$ cat config.mk
export PLATFORM = sky130hd
export DESIGN_NAME = udl_mod_counter_flat
export DESIGN_NICKNAME = d
export VERILOG_FILES = /design/src/rtl/udl_mod_counter_if.sv /design/src/rtl/udl_mod_counter.sv /design/src/flat_wrapper.sv
export SDC_FILE = /design/constraint.sdc
export NUM_CORES = 1
export LEC_CHECK = 0
export ABC_AREA = 1
export CAP_MARGIN = 10
export CORE_AREA = 2 2 87 89
export CTS_CLUSTER_DIAMETER = 100
export CTS_CLUSTER_SIZE = 28
export DETAILED_ROUTE_END_ITERATION = 10
export DIE_AREA = 0 0 89 91
export PLACE_DENSITY = 0.77
export SLEW_MARGIN = 20
export SYNTH_ARGS = -nofsm -noshare
export SYNTH_HDL_FRONTEND = slang
export SYNTH_SLANG_ARGS = --single-unit
$ cat constraint.sdc
create_clock -name clk -period 3.5 [get_ports clk]
set_input_delay 0.7 -clock clk [delete_from_list [all_inputs] [get_ports clk]]
set_output_delay 0.7 -clock clk [all_outputs]
set_load 0.02 [all_outputs]
$ cat src/rtl/udl_mod_counter_if.sv
// Control/status bundle for udl_mod_counter: count controls in, count and flags out.
interface udl_mod_counter_if #(
   parameter int N      = 8,
   parameter int STEP_W = 4
);
   logic              enable;
   logic              up;
   logic              load;
   logic              sync_clr;
   logic              sat;
   logic [STEP_W-1:0] step;
   logic [N-1:0]      max_val;
   logic [N-1:0]      L;
   logic              clr_flags;
   logic [N-1:0]      Q;
   logic              tc;
   logic              ovf;
   logic              unf;
   logic              at_max;
   logic              at_zero;

   modport master (
      output enable, up, load, sync_clr, sat, step, max_val, L, clr_flags,
      input  Q, tc, ovf, unf, at_max, at_zero
   );

   modport slave (
      input  enable, up, load, sync_clr, sat, step, max_val, L, clr_flags,
      output Q, tc, ovf, unf, at_max, at_zero
   );
endinterface

$ cat src/rtl/udl_mod_counter.sv
// Up/down/load counter with programmable modulus, selectable step, wrap or
// saturate on bound crossing, terminal-count pulse and sticky ovf/unf flags.
module udl_mod_counter #(
   parameter int N      = 8,
   parameter int STEP_W = 4
) (
   input  logic               clk,
   input  logic               reset_n,
   udl_mod_counter_if.slave   bus
);

   logic [N-1:0] r_q;
   logic         r_tc;
   logic         r_ovf;
   logic         r_unf;

   logic [N:0]   w_q_ext;
   logic [N:0]   w_step_ext;
   logic [N:0]   w_max_ext;
   logic [N:0]   w_max_p1;
   logic [N:0]   w_sum;
   logic [N:0]   w_up_wrap;
   logic [N:0]   w_dn_wrap;
   logic [N-1:0] w_q_nxt;
   logic         w_tc_nxt;
   logic         w_set_ovf;
   logic         w_set_unf;

   // All arithmetic carried in N+1 bits; a negative down-wrap lands above max_val.
   assign w_q_ext    = {1'b0, r_q};
   assign w_step_ext = {{(N+1-STEP_W){1'b0}}, bus.step};
   assign w_max_ext  = {1'b0, bus.max_val};
   assign w_max_p1   = w_max_ext + (N+1)'(1);
   assign w_sum      = w_q_ext + w_step_ext;
   assign w_up_wrap  = w_sum - w_max_p1;
   assign w_dn_wrap  = w_q_ext + w_max_p1 - w_step_ext;

   always_comb begin
      w_q_nxt   = r_q;
      w_tc_nxt  = 1'b0;
      w_set_ovf = 1'b0;
      w_set_unf = 1'b0;
      if (bus.sync_clr) begin
         w_q_nxt = '0;
      end else if (bus.load) begin
         w_q_nxt = (bus.L > bus.max_val) ? bus.max_val : bus.L;
      end else if (bus.enable) begin
         if (r_q > bus.max_val) begin
            w_q_nxt = bus.sat ? bus.max_val : '0;
         end else if (bus.step != '0) begin
            if (bus.up) begin
               if (w_sum <= w_max_ext) begin
                  w_q_nxt = w_sum[N-1:0];
               end else begin
                  w_tc_nxt  = 1'b1;
                  w_set_ovf = 1'b1;
                  if (bus.sat)
                     w_q_nxt = bus.max_val;
                  else
                     w_q_nxt = (w_up_wrap <= w_max_ext) ? w_up_wrap[N-1:0] : '0;
               end
            end else begin
               if (w_q_ext >= w_step_ext) begin
                  w_q_nxt = r_q - w_step_ext[N-1:0];
               end else begin
                  w_tc_nxt  = 1'b1;
                  w_set_unf = 1'b1;
                  if (bus.sat)
                     w_q_nxt = '0;
                  else
                     w_q_nxt = (w_dn_wrap <= w_max_ext) ? w_dn_wrap[N-1:0] : '0;
               end
            end
         end
      end
   end

   always_ff @(posedge clk or negedge reset_n) begin
      if (!reset_n) begin
         r_q   <= '0;
         r_tc  <= 1'b0;
         r_ovf <= 1'b0;
         r_unf <= 1'b0;
      end else begin
         r_q   <= w_q_nxt;
         r_tc  <= w_tc_nxt;
         // A new set outranks a simultaneous clear.
         r_ovf <= w_set_ovf | (r_ovf & ~bus.clr_flags);
         r_unf <= w_set_unf | (r_unf & ~bus.clr_flags);
      end
   end

   assign bus.Q       = r_q;
   assign bus.tc      = r_tc;
   assign bus.ovf     = r_ovf;
   assign bus.unf     = r_unf;
   assign bus.at_max  = (r_q == bus.max_val);
   assign bus.at_zero = (r_q == '0);

endmodule

$ cat src/flat_wrapper.sv
// flat-port wrapper written by rule: the top's interface ports become plain ports
module udl_mod_counter_flat 
#(
   parameter int N      = 8,
   parameter int STEP_W = 4
)
  (clk, reset_n, bus_enable, bus_up, bus_load, bus_sync_clr, bus_sat, bus_step, bus_max_val, bus_L, bus_clr_flags, bus_Q, bus_tc, bus_ovf, bus_unf, bus_at_max, bus_at_zero);
  udl_mod_counter_if #(.N(N), .STEP_W(STEP_W)) bus_i ();
  input  logic clk;
  input  logic reset_n;
  input wire logic [$bits(bus_i.enable)-1:0] bus_enable;
  input wire logic [$bits(bus_i.up)-1:0] bus_up;
  input wire logic [$bits(bus_i.load)-1:0] bus_load;
  input wire logic [$bits(bus_i.sync_clr)-1:0] bus_sync_clr;
  input wire logic [$bits(bus_i.sat)-1:0] bus_sat;
  input wire logic [$bits(bus_i.step)-1:0] bus_step;
  input wire logic [$bits(bus_i.max_val)-1:0] bus_max_val;
  input wire logic [$bits(bus_i.L)-1:0] bus_L;
  input wire logic [$bits(bus_i.clr_flags)-1:0] bus_clr_flags;
  output wire logic [$bits(bus_i.Q)-1:0] bus_Q;
  output wire logic [$bits(bus_i.tc)-1:0] bus_tc;
  output wire logic [$bits(bus_i.ovf)-1:0] bus_ovf;
  output wire logic [$bits(bus_i.unf)-1:0] bus_unf;
  output wire logic [$bits(bus_i.at_max)-1:0] bus_at_max;
  output wire logic [$bits(bus_i.at_zero)-1:0] bus_at_zero;
  assign bus_i.enable = bus_enable;
  assign bus_i.up = bus_up;
  assign bus_i.load = bus_load;
  assign bus_i.sync_clr = bus_sync_clr;
  assign bus_i.sat = bus_sat;
  assign bus_i.step = bus_step;
  assign bus_i.max_val = bus_max_val;
  assign bus_i.L = bus_L;
  assign bus_i.clr_flags = bus_clr_flags;
  assign bus_Q = bus_i.Q;
  assign bus_tc = bus_i.tc;
  assign bus_ovf = bus_i.ovf;
  assign bus_unf = bus_i.unf;
  assign bus_at_max = bus_i.at_max;
  assign bus_at_zero = bus_i.at_zero;
  udl_mod_counter #(.N(N), .STEP_W(STEP_W)) u_core (.clk(clk), .reset_n(reset_n), .bus(bus_i));
endmodule
### Yosys cells after proc, flatten, opt, wreduce, memory -nomap -nowiden

Cells that the tools add are included.

* add/subtract/negate cells: 6
* order comparisons: 6
* equal/unequal tests: 1
* muxes and demuxes: 34
* bitwise gates (word level): 5
* reductions and logical operators: 5

Operators with widths (number)
* 8-bit 2-to-1 mux: 14
* 9-bit by 8-bit less-or-equal comparator with 1-bit output: 3
* 1-bit 2-to-1 mux: 20
* 8-bit greater-than comparator: 2
* 8-bit by 1-bit adder with 9-bit output (second input constant): 1
* 8-bit by 4-bit adder with 9-bit output: 1
* 8-bit by 9-bit adder with 9-bit output: 1
* 9-bit by 4-bit subtractor with 9-bit output: 1
* 9-bit subtractor: 1
* 8-bit == test: 1
* 8-bit by 4-bit >= comparator with 1-bit output: 1
* 8-bit zero test: 1
* 4-bit nonzero test: 2
* 8-bit by 4-bit subtractor with 8-bit output: 1
* 3-bit nonzero test: 1
* 1-bit bitwise AND: 2
* 1-bit OR: 2
* 2-bit AND reduction: 1
* 1-bit inverter: 1

* register bits after elaboration: 11
* input bits: 28
* output and inout port bits: 13
* logic and storage cells: 61

### Depth between registers and ports, before layout

* word-level depth: 13
* mapped depth: 35
* mapped depth without buffers: 34

### Least setup slack after synthesis

OpenSTA, ideal clock, no wires.

* kind: input to register
* from: input bus_max_val[1]
* to: register u_core.r_q[1], in the netlist u_core.bus.Q[1]
* library setup time: 66 ps
* data arrival time: 3946 ps
* required time: 3434 ps
* slack: -512 ps
* stages: 25
* path buffers: 0
* cells stage by stage: inv_1 > nor3_1 > xor2_1 > fa_1 > inv_1 > ha_1 > a21oi_1 > nand2_1 > a21boi_0 > xor2_1 > inv_1 > ha_1 > nand2_1 > nor2_1 > a21oi_1 > nand2_1 > nand2_1 > nand3_2 > nor2_4 > nand3_1 > a21oi_1 > nand2_1 > nand2_1 > nand2_1 > nand2_1

* word-level cells in the longest chain between the ends: 13
* elaborated cells between the ends (all ways): 25
* classes of those cells: add/sub: 4; order compare: 5; mux: 14; reduce/logical: 2

RTL lines
* start, declared: RTL line flat_wrapper.sv:17 `input wire logic [$bits(bus_i.max_val)-1:0] bus_max_val;`
* 8-bit by 1-bit adder with 9-bit output: RTL line udl_mod_counter.sv:33 `assign w_max_p1 = w_max_ext + (N+1)'(1);`
* 8-bit by 9-bit adder with 9-bit output: RTL line udl_mod_counter.sv:36 `assign w_dn_wrap = w_q_ext + w_max_p1 - w_step_ext;`
* 9-bit by 4-bit subtractor with 9-bit output: RTL line udl_mod_counter.sv:36
* 9-bit by 8-bit less-or-equal comparator with 1-bit output: RTL line udl_mod_counter.sv:71 `w_q_nxt = (w_dn_wrap <= w_max_ext) ? w_dn_wrap[N-1:0] : '0;`
* 8-bit 2-to-1 mux: RTL line udl_mod_counter.sv:71
* 8-bit 2-to-1 mux: RTL line udl_mod_counter.sv:68 `if (bus.sat)`
* 8-bit 2-to-1 mux: RTL line udl_mod_counter.sv:63 `if (w_q_ext >= w_step_ext) begin`
* 8-bit 2-to-1 mux: RTL line udl_mod_counter.sv:51 `if (bus.up) begin`
* 8-bit 2-to-1 mux: RTL line udl_mod_counter.sv:50 `end else if (bus.step != '0) begin`
* 8-bit 2-to-1 mux: RTL line udl_mod_counter.sv:48 `if (r_q > bus.max_val) begin`
* 8-bit 2-to-1 mux: RTL line udl_mod_counter.sv:47 `end else if (bus.enable) begin`
* 8-bit 2-to-1 mux: RTL line udl_mod_counter.sv:45 `end else if (bus.load) begin`
* 8-bit 2-to-1 mux: RTL line udl_mod_counter.sv:43 `if (bus.sync_clr) begin`
* end signal, assigned: RTL line udl_mod_counter.sv:85 `r_q <= w_q_nxt;`
* end, declared: RTL line udl_mod_counter.sv:12 `logic [N-1:0] r_q;`

Several ways; a longest one is shown, not always the timed one. The select of a mux whose other input is x is not followed.
A chain may end at the register's enable or synchronous reset.

### Worst setup path in the final report

* from: input bus_max_val[0]
* to: register u_core.r_q[5], in the netlist u_core.bus.Q[5]

Same word-level chain as after synthesis.

==> metrics.txt <==
number of global-route vias before repair=approximately 4700; CTS H-tree depth=1; class of the worst hold path=flip-flop to flip-flop; number of vias in the routed layout=5174; Cell variety after synth=38; RSZ-0062 raised after global routing=yes; final worst slack=-0.913 ns; crit-path max cell delay=about 0.47 ns; critical path startpoint category=input port; Chip Width=a little under 90 µm; Most used DFF post-synth=dfrtp_1; worst-path fanout max=7; row cnt=31; total CTS buffers=3; Synth area leaders=ha_1, nand2_1, inv_1, dfrtp_1, a21oi_1; first-pass GRT wire length=between 20000 and 25000 µm; Power Dens Cells=592 nW/µm²; share of cells above drive strength 1=between 30% and 40%; area delta synth->final=63.0%; max-cap violations=0; R2R depth=25; Mapped Cells=~590; flops & latches, synth=11; Post-synth EDFFs=0; drt first pass iters=6; Critical R2R Launch=u_core.bus.Q[1]; Highest Clock Rate=~230 MHz; n_diodes=0; Overall Power=around 3.5 mW; final worst-path cycle share=126%; critical path data arrival time=about 4.6 ns; status=finished, violations left; DRT antenna net count=0; clock root buffer=clkbuf_8; clk_skew=approximately 0.0091 ns; DR WL/cell=19.5 µm; Starting Density=51.5%; Max VDD drop=between 400 and 500 µV; overall global routing resource usage=a little under two fifths; Final nets=875; sequential-to-total area share from yosys stat=around 7.5%; gpl congestion=between 1 and 1.5; Buf/Inv on CP=3; Syn Nets=~690; Post-CTS Hold Buffers=0; Final Hold Slack=around 0.54 ns; CP Capture Type=flip-flop; clk slew on worst S/H paths=roughly 0.05 ns; slowest stage cell, crit path=fa_1; final setup violation count=10; end of the worst register-to-register path=u_core.bus.Q[5]; Max Root-Sink Buffers=2; dpl hpwl=between 10000 and 15000 µm; CTS tree=done; Commonest cells post-synth=nand2_1, inv_1, ha_1; grt ovf=0; initial antenna violation count=0; Die Y=between 90 and 100 µm; Synth top area share=23.2%; Pleak=about 3 nW; # IOs=41; Register-to-Register Setup Slack=-0.58 ns; largest net degree at the start of global routing=17; Most Frequent Cell on Critical Path=nand2_2; Yosys warnings=0; Tightest Pin Transition=around 0.52 ns; Crit path required time=3.67 ns; drt first-iter violations=between 600 and 700; WHS Path Cells=2; Yosys top cell by area=ha_1; Port Buffers=40; most common cell in the netlist=nand2_1; path type of the worst setup path=input port to flip-flop; fin area=5980 µm²; Area after DPL=roughly 5000 µm²; Hold Path Sink=u_core.bus.unf; start point of the worst hold path=u_core.bus.unf; Via density=5.95; final WL=between 15000 and 20000 µm; Die ar.=roughly 8100 µm²; Top Family by Delay on Critical Path=simple AND/OR/NAND/NOR gates; Clock Sink Count=11; post-synthesis average cell area=around 6.2 µm²; area of the mapped netlist=approximately 3700 µm²; TNS Setup=-7.06 ns; Slew HR=roughly 65%; Core Area=a little over 7000 µm²; final critical-path required period=approximately 4.4 ns; ys async rst share=100%; DRC viols=0; count of pins over their slew limit=0; failing checks=setup timing; Clock Latency Late Sink=about 0.25 ns; Final Hold Viols=0
==> per-layer routing <==
metal  track usage, %  up-vias  wire, µm  part of all wire, %
li1                 -     2285         -                    -
met1             49.4     2321      6250                   37
met2             64.9      408      7600                   45
met3             4.36      160      1760                   10
met4             13.2        0      1400                  8.2
met5                0        -         0                    0
==> registers in the layout (all words and copies together) (netlist names) <==
name            count
u_core.bus.tc       1
u_core.bus.unf      1
u_core.bus.Q        8
u_core.bus.ovf      1
==> stage by stage <==
stage                     setup slack, ns  utilization (%)  cells
after floorplan                    -0.356                -    589
after global placement              -1.49             70.8    835
after detailed placement            -1.54             70.8    835
after CTS                          -0.546             79.9    863
after global routing                -1.01             83.9    870
final                              -0.913             83.9    870
==> repair_timing <==
action	CTS	global route
resized for setup	108	52
pin swaps	62	48
setup buffers	24	7
cloned	0	0
setup endpoints to repair	11	11
==> how the worst max path moves through the flow <==
stage | start | to | slack, ns | cells after the start
3_3_place_gp | bus_max_val[0] | u_core.bus.Q[4] | -1.49 | 26
3_5_place_dp | bus_max_val[0] | u_core.bus.Q[4] | -1.54 | 25
6_report | bus_max_val[0] | u_core.bus.Q[5] | -0.91 | 28
5_1_grt | bus_max_val[0] | u_core.bus.Q[5] | -1.01 | 28
4_1_cts | bus_max_val[0] | u_core.bus.Q[4] | -0.55 | 26
2_1_floorplan | bus_max_val[2] | u_core.bus.Q[1] | -0.36 | 25
==> placed cells by master, fill, tap and decap left out, drive strengths merged, types with 2 or more instances in the layout <==
master         instances
a21oi                 56
a31oi                  3
buf                  149
clkbuf                 5
clkdlybuf4s15          2
clkdlybuf4s50         28
clkinv                 2
dfrtp                 11
dlygate4sd2            5
fa                     7
ha                    68
inv                   90
nand2                179
nand3                 48
nand4                 12
nor2                  36
nor3                   6
nor4                   2
o211ai                 2
o21a                   3
o21ai                 30
or2                    3
xnor2                  6
xor2                  14
==> logic make-up (layout without fill, tap and decap cells) <==
kind of cell / count (synthesis) / after routing / synth area share (%)
AO/OA/AOI/OAI: 96 / 96 / 14.2
flip-flops: 11 / 11 / 7.50
AND/OR/NAND/NOR: 287 / 287 / 35.7
XOR/XNOR: 20 / 20 / 4.77
buffers and inverters: 100 / 282 / 10.8
adder cells (fa/ha/maj): 75 / 75 / 27.0
==> worst reg2reg max path: stages, from the launching register on <==
cell and delay [ns]:
dfrtp_1 0.48, buf_4 0.19, fa_1 0.54, buf_4 0.17, ha_1 0.19, a21oi_1 0.23
nand2_1 0.14, nand3_1 0.12, nand2_1 0.07, nand2_1 0.11, nand2_2 0.10, ha_4 0.29
nand3_2 0.11, nor2_4 0.13, nand4_1 0.12, nand2_1 0.13, nand3_2 0.13, nor2_4 0.22
nand2_2 0.08, nand2_2 0.08, nand2_2 0.06, nand2_2 0.07, nand2_1 0.04, nand2_1 0.07
nand2_2 0.07, nand2_2 0.07
==> report_power, final <==
part / total (mW) / internal (mW) / leakage, nW / switching [mW]
clock: 0.132 / 0.0802 / 0.0228 / 0.0515
sequential: 0.179 / 0.145 / 0.145 / 0.0346
combinational: 3.23 / 1.54 / 2.87 / 1.69
==> layout make-up <==
cell class                      instances  area (µm²)
Tap cell                               99         124
Sequential cell                        11         275
Multi-Input combinational cell        478        3660
Clock buffer                            4        45.0
Inverter                               92         370
Timing Repair Buffer                  186        1510
Fill cell                             440        1150
Power figures use the tool's default switching activity.
